File: src/rtl/spi_reg_bank.sv
// Command decoder and register bank downstream of the SPI slave: word 0 of a frame
// is a command (rw + address), subsequent words are burst data with address auto-increment.
module spi_reg_bank #(
  parameter int                   WORD_SIZE = 16,
  parameter int                   ADDR_BITS = 4,
  parameter int                   NUM_WR    = 4,
  parameter int                   NUM_RO    = 4,
  parameter logic [WORD_SIZE-1:0] ID_WORD   = 16'hC0DE
) (
  input  logic                        i_clk,
  input  logic                        i_rst_n,
  input  logic                        i_sce,
  input  logic [WORD_SIZE-1:0]        i_wout,
  input  logic                        i_wstb,
  output logic [WORD_SIZE-1:0]        o_win,
  input  logic [NUM_RO*WORD_SIZE-1:0] i_stat,
  output logic [NUM_WR*WORD_SIZE-1:0] o_ctrl,
  output logic                        o_wr_stb,
  output logic [ADDR_BITS-1:0]        o_wr_addr
);

  typedef enum logic {CMD, DATA} state_e;

  state_e                 state_q, state_d;
  logic [ADDR_BITS-1:0]   addr_q, addr_d;
  logic                   rw_q, rw_d;
  logic [WORD_SIZE-1:0]   ctrl_q [NUM_WR];
  logic [WORD_SIZE-1:0]   ctrl_d [NUM_WR];
  logic [WORD_SIZE-1:0]   win_q, win_d;
  logic                   wr_stb_q, wr_stb_d;
  logic [ADDR_BITS-1:0]   wr_addr_q, wr_addr_d;
  logic [ADDR_BITS-1:0]   cmd_addr;
  logic [ADDR_BITS-1:0]   next_addr;

  // Read mux sees pre-write register values, so a same-cycle write never leaks into o_win.
  function automatic logic [WORD_SIZE-1:0] rd(input logic [ADDR_BITS-1:0] a);
    logic [WORD_SIZE-1:0] v;
    v = '0;
    for (int unsigned k = 0; k < NUM_WR; k++)
      if (a == ADDR_BITS'(k)) v = ctrl_q[k];
    for (int unsigned k = 0; k < NUM_RO; k++)
      if (a == ADDR_BITS'(NUM_WR + k)) v = i_stat[k*WORD_SIZE +: WORD_SIZE];
    return v;
  endfunction

  always_comb begin
    state_d   = state_q;
    addr_d    = addr_q;
    rw_d      = rw_q;
    ctrl_d    = ctrl_q;
    win_d     = win_q;
    wr_stb_d  = 1'b0;
    wr_addr_d = wr_addr_q;
    cmd_addr  = i_wout[ADDR_BITS-1:0];
    next_addr = addr_q + ADDR_BITS'(1);
    if (i_sce) begin
      state_d = CMD;
      win_d   = ID_WORD;
    end else if (i_wstb) begin
      if (state_q == CMD) begin
        rw_d    = i_wout[WORD_SIZE-1];
        addr_d  = cmd_addr;
        win_d   = rd(cmd_addr);
        state_d = DATA;
      end else begin
        if (!rw_q) begin
          for (int unsigned k = 0; k < NUM_WR; k++) begin
            if (addr_q == ADDR_BITS'(k)) begin
              ctrl_d[k] = i_wout;
              wr_stb_d  = 1'b1;
              wr_addr_d = addr_q;
            end
          end
        end
        addr_d = next_addr;
        win_d  = rd(next_addr);
      end
    end
  end

  always_ff @(posedge i_clk) begin
    if (!i_rst_n) begin
      state_q   <= CMD;
      addr_q    <= '0;
      rw_q      <= 1'b0;
      ctrl_q    <= '{default: '0};
      win_q     <= ID_WORD;
      wr_stb_q  <= 1'b0;
      wr_addr_q <= '0;
    end else begin
      state_q   <= state_d;
      addr_q    <= addr_d;
      rw_q      <= rw_d;
      ctrl_q    <= ctrl_d;
      win_q     <= win_d;
      wr_stb_q  <= wr_stb_d;
      wr_addr_q <= wr_addr_d;
    end
  end

  always_comb begin
    o_ctrl = '0;
    for (int unsigned k = 0; k < NUM_WR; k++)
      o_ctrl[k*WORD_SIZE +: WORD_SIZE] = ctrl_q[k];
  end

  assign o_win     = win_q;
  assign o_wr_stb  = wr_stb_q;
  assign o_wr_addr = wr_addr_q;

endmodule

File: config.mk
export PLATFORM = sky130hd
export DESIGN_NAME = spi_reg_bank
export DESIGN_NICKNAME = d
export VERILOG_FILES = /design/src/rtl/spi_reg_bank.sv
export SDC_FILE = /design/constraint.sdc
export NUM_CORES = 1
export LEC_CHECK = 0
export BUFFER_PORTS_ARGS = -buffer_cell sky130_fd_sc_hd__clkbuf_2
export CAP_MARGIN = 15
export CORE_ASPECT_RATIO = 0.9
export CORE_MARGIN = 3
export CORE_UTILIZATION = 31
export DETAILED_ROUTE_END_ITERATION = 7
export PLACE_DENSITY_LB_ADDON = 0.2
export SYNTH_ARGS = -nofsm -noshare
export SYNTH_HDL_FRONTEND = slang
export SYNTH_SLANG_ARGS = --single-unit
File: constraint.sdc
create_clock -name i_clk -period 4.6 [get_ports i_clk]
set_clock_uncertainty 0.15 [all_clocks]
set_input_delay 0.23 -clock i_clk [delete_from_list [all_inputs] [get_ports i_clk]]
set_output_delay 0.23 -clock i_clk [all_outputs]
set_load 0.1 [all_outputs]
==> results.md, run 1 <==
- PwrDens: 278.2 mW/mm^2
- Worst setup SP type: register
- Sequential fraction of the synthesis area: 30.33%
- Layout area overhead: 19.31%
- Switching share of power: 33.27%
- Number of I/O pins: 169
- DRC viols: 0
- Fin Setup TNS: 0 ps
- Hold Startpoint: i_wout[8]
- Max cap viols: 0
- Largest stage delay on the critical path: 500 ps
- Syn avg cell area: 7.546 um^2
- Hold Vio Cnt, Final: 0
- Dpl cells: 1145
- Slowest stage cell, crit path: inv_1
- WHS Endpoint: o_ctrl[40]
- Deepest clock path buffer count: 2
- Reg area: 0.001822 mm^2
- DP Worst Slack: 1794 ps
- Synthesized flop and latch total: 91
- Initial Util: 32.12%
- Clock Latency Late Sink: 350 ps
- Clk sinks: 91
- Largest net degree at the start of global routing: 72
- Count leader, synth: a21oi_1
- Site row count: 47
- First-pass DRT Iterations: 5
- Lkg Pwr: 2.733 nW
- Initial antenna violation count: 0
- Fin cells: 1164
- Most frequent CP cell: inv_1
- Slew HR: 28.23%
- CTS resizes: 0
- Hold depth: 3
- First-pass GRT wire length: 40.05 mm
- CTS Buf Count: 9
- Area occupied by multi-input gates: 0.003721 mm^2
- Crit path cell chain: inv_1 -> ha_2 -> inv_1 -> nand2_1 -> a221oi_1 -> o22ai_1 -> o2111ai_1 -> a21oi_1
- Tmin final: 2869 ps
- Hold Crit Class: in2reg
- Diode count: 0
- Syn_nets: 886
- Gate Count Post-Synth: 796
- Post-synth EDFFs: 0
- Vias: 6866
- Nets: 1004
- Die Span Y: 138.1 um
- Max Slew Vio Count: 0
- Routability-driven placement congestion ratio: 0.8913
- DRT iter0 DRCs: 693
- Status: complete, no violations
- Combinational share of power: 22.2%
- WHS: 8.077 ps
- Most frequent cells after synthesis: 132 x a21oi_1, 106 x nand2_1, 91 x dfxtp_1, 73 x nand3_1, 48 x o21ai_0
- Wire per inst: 22.63 um
- Synth cell types: 52
- Synth area leader: dfxtp_1
- Gr usage total: 23.89%
- Post-DRT Antenna Nets: 0
- CTS tree: built
- Number of H-tree levels: 3
- Worst r2r dst: o_win[13]
- Worst setup margin: 1731 ps
- Reg2Reg Setup Slack: 1730 ps
- Required @ worst endpoint: 4690 ps
- WP buf/inv: 2
- # hold bufs at CTS: 3
- Clock power frac: 37.2%
- CP max FO: 31
- Layout cells sized above 1: 24.81%
- Filler cells: 2023
- Actual slew at the worst max-slew pin: 1077 ps
- Asr flop ratio synth: 0%
- Vias in the first global route: 6305
- Max IR drop VDD: 0.0001961 V
- WS Path Type: reg2reg
- Peak Freq: 0.3486 GHz
- Synth top area cells: dfxtp_1 30%, a21oi_1 11%, nand2_1 6.6%, nand3_1 6.1%, mux4_2 5.6%
- Critical Path End Type: register
- Via/cell ratio: 5.899
- R2R depth: 8
- Die area: 0.02109 mm^2
- Net switching power of the design: 0.0006633 W
- Final setup fails: 0
- Post-CTS Setup Inserts: 0
- GRT overflow: 0
- Detailed placement HPWL: 18.44 mm
- WP data arrival: 2960 ps
- Clk slew on worst S/H paths: 70 ps
- Clk root buf: clkbuf_16
- Tot Pwr: 0.001994 W
- Synth warnings: 0
- Core Region: 0.01870 mm^2
- Final wirelength: 26.34 mm
- Main synth FF type: dfxtp_1
- Flop pwr share: 40.7%
- Crit share post-route: 62.36%
- Worst reg2reg path startpoint: addr_q[0]
- Top cell type's share of synthesized area: 30.33%
- RSZ-0062 raised after global routing: no
- IO Port Bufs: 168
- Mapped Area: 0.006007 mm^2
- DIE WIDTH: 152.7 um
- Internal power: 0.001330 W
- Crit-path leading delay family: compound AO/OA/AOI/OAI gates
## cells by family after synthesis
family                   share of synthesized area (%)
AO/OA/AOI/OAI                                    32.24
AND/OR/NAND/NOR                                  18.89
buffers and inverters                            7.832
flip-flops                                       30.33
multiplexers                                     9.310
adder cells (fa/ha/maj)                          1.250
XOR/XNOR                                        0.1458
## power groups by stage
stage	combinational, W	clock [W]	sequential (W)
after floorplan	0.000239	0	0.000883
after global placement	0.000432	0	0.000829
after detailed placement	0.000431	0	0.000829
after CTS	0.000434	0.000749	0.000811
after global routing	0.000471	0.000777	0.000812
final	0.000442	0.000741	0.000811
## worst min-delay path, delay by kind of cell
| family | cells | cell delay (ps) |
|---|---|---|
| AO/OA/AOI/OAI | 1 | 50 |
| buffers and inverters | 1 | 120 |
| AND/OR/NAND/NOR | 1 | 70 |
## state kept, by name (all words and copies together), names as in the netlist
name,flops
rw_q,1
addr_q,4
o_wr_addr,4
o_ctrl,64
o_wr_stb,1
state_q,1
o_win,16
## layout by cell type, fill, tap and decap left out, types with 2 or more instances in the layout
cell type        n
a211oi_1        14
a21oi_1        132
a221o_1          6
a221oi_1        11
a22oi_1         22
a31oi_1          4
and2_1           2
and2b_1          2
and3_1           2
buf_4           14
clkbuf_16        9
clkbuf_2       168
clkbuf_8         2
clkinvlp_4       2
dfxtp_1         91
dlygate4sd3_1    3
ha_1             4
ha_2             2
inv_1           13
mux2i_1         21
mux4_2          15
nand2_1        106
nand2_2          4
nand2b_1         5
nand3_1         73
nand3b_1         4
nor2_1          46
nor2b_1          4
o211a_1          5
o211ai_1         7
o21a_1          12
o21ai_0         48
o21ai_1          5
o221ai_1         7
o22ai_1         30
or3_1            2
## how the worst max path moves through the flow
stage	from	end	slack, ps	depth (start not counted)
final	addr_q[0]	o_win[13]	1730	8
after global routing	addr_q[0]	o_win[13]	1520	8
after detailed placement	addr_q[0]	o_win[13]	1790	8
after floorplan	addr_q[1]	o_win[13]	2570	10
after CTS	addr_q[0]	o_win[14]	1800	8
after global placement	addr_q[0]	o_win[13]	1810	8
## layout make-up
class	count	share of cell area, %
Sequential cell	91	25.42
Clock buffer	12	3.579
Timing Repair Buffer	185	13.62
Tap cell	245	4.277
Inverter	14	0.7332
Clock inverter	4	0.4539
Multi-Input combinational cell	613	51.92
## through the flow
stage	cell area, um^2	util [%]
global placement	6848	36.62
finish	7167	38.32
global route	7167	38.32
CTS	7167	38.32
floorplan	6007	-
detailed placement	6848	36.62
## per-layer routing
layer	vias up	share of wire [%]	GRT usage [%]
met2	384	42	34.55
met4	0	0.94	3.751
met5	-	0	0
met3	18	11	6.688
met1	3289	47	36.04
li1	3175	-	-
Power figures use the tool's default switching activity.
==> run 2, diff against run 1 <==
Clock period 4.6 ns to 2.5 ns, I/O delays scaled along.
==> results.md, run 2 (synthesized netlist as in run 1, its figures left out) <==
- CTS Buf Count: 9 (unchanged)
- WS Path Type: reg2reg
- GRT overflow: 0 (unchanged)
- Deepest clock path buffer count: 2 (unchanged)
- Largest net degree at the start of global routing: 72 (unchanged)
- Number of H-tree levels: 3 (unchanged)
- IO Port Bufs: 168 (unchanged)
- Crit share post-route: 93.73% (+31 points)
- Initial antenna violation count: 0 (unchanged)
- Gr usage total: 23.93% (+0.036 points)
- Diode count: 0 (unchanged)
- Most common cell after layout, fill and taps aside: clkbuf_2
- Peak Freq: 0.4268 GHz (+22%)
- First-pass GRT wire length: 40.43 mm (+0.93%)
- Core Region: 0.01870 mm^2 (unchanged)
- DIE WIDTH: 152.7 um (unchanged)
- Status: complete, no violations
- Vias in the first global route: 6405 (+1.6%)
- Die Span Y: 138.1 um (unchanged)
- Reg2Reg Setup Slack: 160 ps (-1570 ps)
- CP max FO: 33 (+6.5%)
- RSZ-0062 raised after global routing: no
- Lkg Pwr: 2.980 nW (+9.0%)
- Final setup fails: 0 (unchanged)
- Clk slew on worst S/H paths: 70 ps (about the same)
- Post-DRT Antenna Nets: 0 (unchanged)
- Initial Util: 32.12% (unchanged)
- Critical Path End Type: register
- Final wirelength: 26.11 mm (-0.87%)
- Dpl cells: 1175 (+2.6%)
- Detailed placement HPWL: 19.14 mm (+3.8%)
- Internal power: 0.002516 W (+89%)
- Clock Latency Late Sink: 350 ps (about the same)
- Hold Vio Cnt, Final: 0 (unchanged)
- Worst setup margin: 156.8 ps (-1574 ps)
- Clk root buf: clkbuf_16
- Fin cells: 1210 (+4.0%)
- CTS tree: built
- Clock power frac: 36.7% (-0.5 points)
- Hold depth: 3 (unchanged)
- Clk sinks: 91 (unchanged)
- Tot Pwr: 0.003757 W (+88%)
- Switching share of power: 33.03% (-0.24 points)
- Slew HR: 46.99% (+19 points)
- Actual slew at the worst max-slew pin: 795.1 ps (-281.5 ps)
- DRC viols: 0 (unchanged)
- Tmin final: 2343 ps (-525.6 ps)
- Nets: 1050 (+4.6%)
- Max IR drop VDD: 0.0003711 V (+89%)
- Site row count: 47 (unchanged)
- Via/cell ratio: 5.728 (-2.9%)
- WP data arrival: 2420 ps (-540 ps)
- Max reg flops: 64 (unchanged)
- Worst r2r dst: o_win[7]
- Filler cells: 1960 (-3.1%)
- Die area: 0.02109 mm^2 (unchanged)
- Required @ worst endpoint: 2580 ps (-2110 ps)
- Number of I/O pins: 169 (unchanged)
- WHS Endpoint: o_win[12]
- Net switching power of the design: 0.001241 W (+87%)
- Flop pwr share: 39.7% (-1.0 points)
- Worst reg2reg path startpoint: addr_q[0]
- Commonest cells after routing, fill and taps aside: 168 x clkbuf_2, 132 x a21oi_1, 106 x nand2_1
- Hold Startpoint: i_stat[60]
- PwrDens: 493.2 mW/mm^2 (+77%)
- Vias: 6931 (+0.95%)
- DRT iter0 DRCs: 595 (-14%)
- R2R depth: 9 (+1)
- Wire per inst: 21.58 um (-4.6%)
- Max Slew Vio Count: 0 (unchanged)
- Layout cells sized above 1: 26.84% (+2.0 points)
- Max cap viols: 0 (unchanged)
- DP Worst Slack: 188.8 ps (-1605 ps)
- Fin Setup TNS: 0 ps (unchanged)
- Hold Crit Class: in2reg
- First-pass DRT Iterations: 5 (unchanged)
- Routability-driven placement congestion ratio: 0.8894 (-0.21%)
- Layout area overhead: 26.83%
- Worst setup SP type: register
- Combinational share of power: 23.6% (+1.4 points)
## run 2: how the worst max path moves through the flow
stage | from | end | slack, ps | depth (start not counted)
after global routing | addr_q[0] | o_win[0] | 30 | 8
final | addr_q[0] | o_win[7] | 160 | 9
after detailed placement | addr_q[0] | o_win[8] | 190 | 8
after floorplan | addr_q[1] | o_win[13] | 470 | 10
after global placement | addr_q[0] | o_win[12] | 260 | 8
after CTS | addr_q[0] | o_win[9] | 180 | 8
## run 2: per-stage QoR
stage	utilization, %	cell area, um^2	hold WS (ps)
after floorplan	-	6007	96.71
after global placement	38.16	7136	261.2
after detailed placement	38.16	7136	264.0
after CTS	40.73	7616	10.17
after global routing	40.74	7619	56.93
final	40.74	7619	26.58
## run 2: cell type report
type,count,area [um^2],share of cell area [%]
Timing Repair Buffer,231,1424,18.69
Sequential cell,91,1822,23.91
Tap cell,245,306.5,4.024
Multi-Input combinational cell,613,3724,48.87
Inverter,14,52.55,0.6898
Clock buffer,12,256.5,3.367
Clock inverter,4,33.78,0.4434
## run 2: what timing repair did
| action | CTS | global route |
|---|---|---|
| resized for setup | 0 | 1 |
| setup buffers | 0 | 0 |
| hold buffers | 19 | 0 |
| hold endpoints to repair | 56 | 0 |
| setup endpoints to repair | 0 | 1 |
## run 2: critical path, cell delays in order (launching register included)
cell and delay, ps:
dfxtp_1 470, inv_1 170, ha_1 270, buf_12 180, inv_1 80, nand2_1 220
a221oi_1 320, o22ai_1 160, nand3_1 120, a21oi_1 60
## run 2: power by group through the flow
stage	registers, W	clock network, W	logic [W]
2_1_floorplan	0.00162	0	0.000440
3_3_place_gp	0.00153	0	0.000849
3_5_place_dp	0.00153	0	0.000847
4_1_cts	0.00149	0.00141	0.000872
5_1_grt	0.00150	0.00145	0.000947
6_report	0.00149	0.00138	0.000886
## run 2: routing by layer
layer | track usage [%] | vias to the layer above | routed length [um]
met2 | 33.99 | 334 | 10770
li1 | - | 3275 | -
met4 | 5.063 | 0 | 354
met3 | 4.094 | 20 | 2014
met1 | 37.68 | 3302 | 12960
met5 | 0 | - | 0
==> run 3, diff against run 2 <==
Settings changed: CTS_BUF_LIST set to sky130_fd_sc_hd__clkbuf_8.
==> results.md, run 3 (synthesized netlist as in run 1, its figures left out) <==
- Clock Latency Late Sink: 390 ps (+40 ps)
- Max reg flops: 64 (unchanged)
- Tmin final: 2358 ps (+14.95 ps)
- Routability-driven placement congestion ratio: 0.8894 (unchanged)
- Detailed placement HPWL: 19.14 mm (unchanged)
- Final wirelength: 26.14 mm (+0.14%)
- Flop pwr share: 43.8% (+4.1 points)
- Actual slew at the worst max-slew pin: 815.5 ps (+20.38 ps)
- Dpl cells: 1175 (unchanged)
- Critical Path End Type: register
- WP data arrival: 2490 ps (+70 ps)
- Slew HR: 45.64% (-1.4 points)
- Reg area: 0.001822 mm^2 (unchanged)
- Gr usage total: 24.03% (+0.11 points)
- R2R depth: 9 (unchanged)
- Internal power: 0.002207 W (-12%)
- Layout area overhead: 26.47%
- WP depth: 9 (unchanged)
- Net switching power of the design: 0.001204 W (-3.0%)
- Die area: 0.02109 mm^2 (unchanged)
- GRT overflow: 0 (unchanged)
- CP max FO: 33 (unchanged)
- First-pass GRT wire length: 40.51 mm (+0.20%)
- Combinational share of power: 26.3% (+2.7 points)
- Hold Crit Class: in2reg
- Clk sinks: 91 (unchanged)
- Via/cell ratio: 5.695 (-0.57%)
- Post-CTS Setup Inserts: 0 (unchanged)
- IO Port Bufs: 168 (unchanged)
- Site row count: 47 (unchanged)
- Post-DRT Antenna Nets: 0 (unchanged)
- Die Span Y: 138.1 um (unchanged)
- DRC viols: 0 (unchanged)
- First-pass DRT Iterations: 5 (unchanged)
- Clock power frac: 29.9% (-6.8 points)
- Wire per inst: 21.46 um (-0.52%)
- Layout cells sized above 1: 26.62% (-0.22 points)
- Reg2Reg Setup Slack: 140 ps (about the same)
- Number of H-tree levels: 3 (unchanged)
- Initial antenna violation count: 0 (unchanged)
- Vias in the first global route: 6421 (+0.25%)
- Hold Vio Cnt, Final: 0 (unchanged)
- Largest stage delay on the critical path: 480 ps (about the same)
- Clk slew on worst S/H paths: 100 ps (+30 ps)
- Largest net degree at the start of global routing: 72 (unchanged)
- Filler cells: 1968 (+0.41%)
- Switching share of power: 35.31% (+2.3 points)
- Most common cell after layout, fill and taps aside: clkbuf_2
- Fin cells: 1218 (+0.66%)
- Final setup fails: 0 (unchanged)
- Crit path cell chain: inv_1 -> ha_1 -> buf_12 -> a21oi_1 -> o21ai_0 -> a22oi_1 -> o22ai_1 -> a21oi_1 -> o21ai_1
- Worst setup margin: 141.9 ps (-14.95 ps)
- DP Worst Slack: 188.8 ps (unchanged)
- Crit share post-route: 94.33% (+0.60 points)
- WS Path Type: reg2reg
- WP buf/inv: 2 (-1)
- Deepest clock path buffer count: 2 (unchanged)
- Clk root buf: clkbuf_8
- Status: complete, no violations
- Final core occ: 40.63% (-0.11 points)
- DIE WIDTH: 152.7 um (unchanged)
- Number of I/O pins: 169 (unchanged)
- CTS Buf Count: 9 (unchanged)
- PwrDens: 449.0 mW/mm^2 (-9.0%)
- Commonest cells after routing, fill and taps aside: 168 x clkbuf_2, 132 x a21oi_1, 106 x nand2_1
- Most frequent CP cell: a21oi_1
- Diode count: 0 (unchanged)
- Slowest stage cell, crit path: dfxtp_1
- Required @ worst endpoint: 2630 ps (+50 ps)
- Max Slew Vio Count: 0 (unchanged)
- Hold depth: 3 (unchanged)
- Tot Pwr: 0.003411 W (-9.2%)
- Vias: 6937 (+0.087%)
- Fin Setup TNS: 0 ps (unchanged)
- Max IR drop VDD: 0.0002586 V (-30%)
- Crit-path leading delay family: compound AO/OA/AOI/OAI gates
- Lkg Pwr: 2.971 nW (-0.29%)
- Core Region: 0.01870 mm^2 (unchanged)
- Max cap viols: 0 (unchanged)
- RSZ-0062 raised after global routing: no
- DRT iter0 DRCs: 683 (+15%)
- Nets: 1058 (+0.76%)
- CTS tree: built
- Initial Util: 32.12% (unchanged)
- Worst setup SP type: register
- Area occupied by multi-input gates: 0.003724 mm^2 (unchanged)
- Peak Freq: 0.4241 GHz (-0.63%)
==> run 3: repair_timing <==
action	CTS	global route
endpoints found under the hold margin	65	0
hold buffers	27	0
endpoints found under the setup margin	0	1
gates resized for setup	0	1
==> run 3: final timing paths <==
path	start	end
hold / removal	i_wout[3]	o_ctrl[19]
hold reg to reg	o_wr_addr[2]	o_wr_addr[2]
setup reg to reg	addr_q[0]	o_win[5]
setup / recovery	addr_q[0]	o_win[5]
==> run 3: power groups by stage <==
stage	registers, W	clock network (W)	logic (W)
4_1_cts	0.00149	0.00105	0.000882
3_5_place_dp	0.00153	0	0.000847
2_1_floorplan	0.00162	0	0.000440
6_report	0.00149	0.00102	0.000896
3_3_place_gp	0.00153	0	0.000849
5_1_grt	0.00150	0.00109	0.000958
==> run 3: per-layer routing <==
metal	share of wire [%]	up-vias	global-route usage (%)	wire, um
met5	0	-	0	0
met4	1.3	0	4.782	334
met3	8.8	22	4.969	2298
met2	42	359	34.02	10900
met1	48	3274	37.54	12610
li1	-	3282	-	-
==> run 3: cell type report <==
cell class | instances | share of cell area, %
Tap cell | 245 | 4.035
Timing Repair Buffer | 239 | 19.80
Clock inverter | 5 | 0.4941
Clock buffer | 11 | 1.993
Sequential cell | 91 | 23.98
Multi-Input combinational cell | 613 | 49.01
Inverter | 14 | 0.6917
==> run 3: through the flow <==
step                      cell area (um^2)  hold WS (ps)
after floorplan                       6007         96.71
after global placement                7136         261.2
after detailed placement              7136         264.0
after CTS                             7595        0.3781
after global routing                  7597         25.07
final                                 7597         24.60
==> run 3: worst register-to-register path: cells and delay by family, from the launching register on <==
family	cells	cell delay, ps
AO/OA/AOI/OAI	6	1010
buffers and inverters	2	340
adder cells (fa/ha/maj)	1	270
flip-flops	1	480
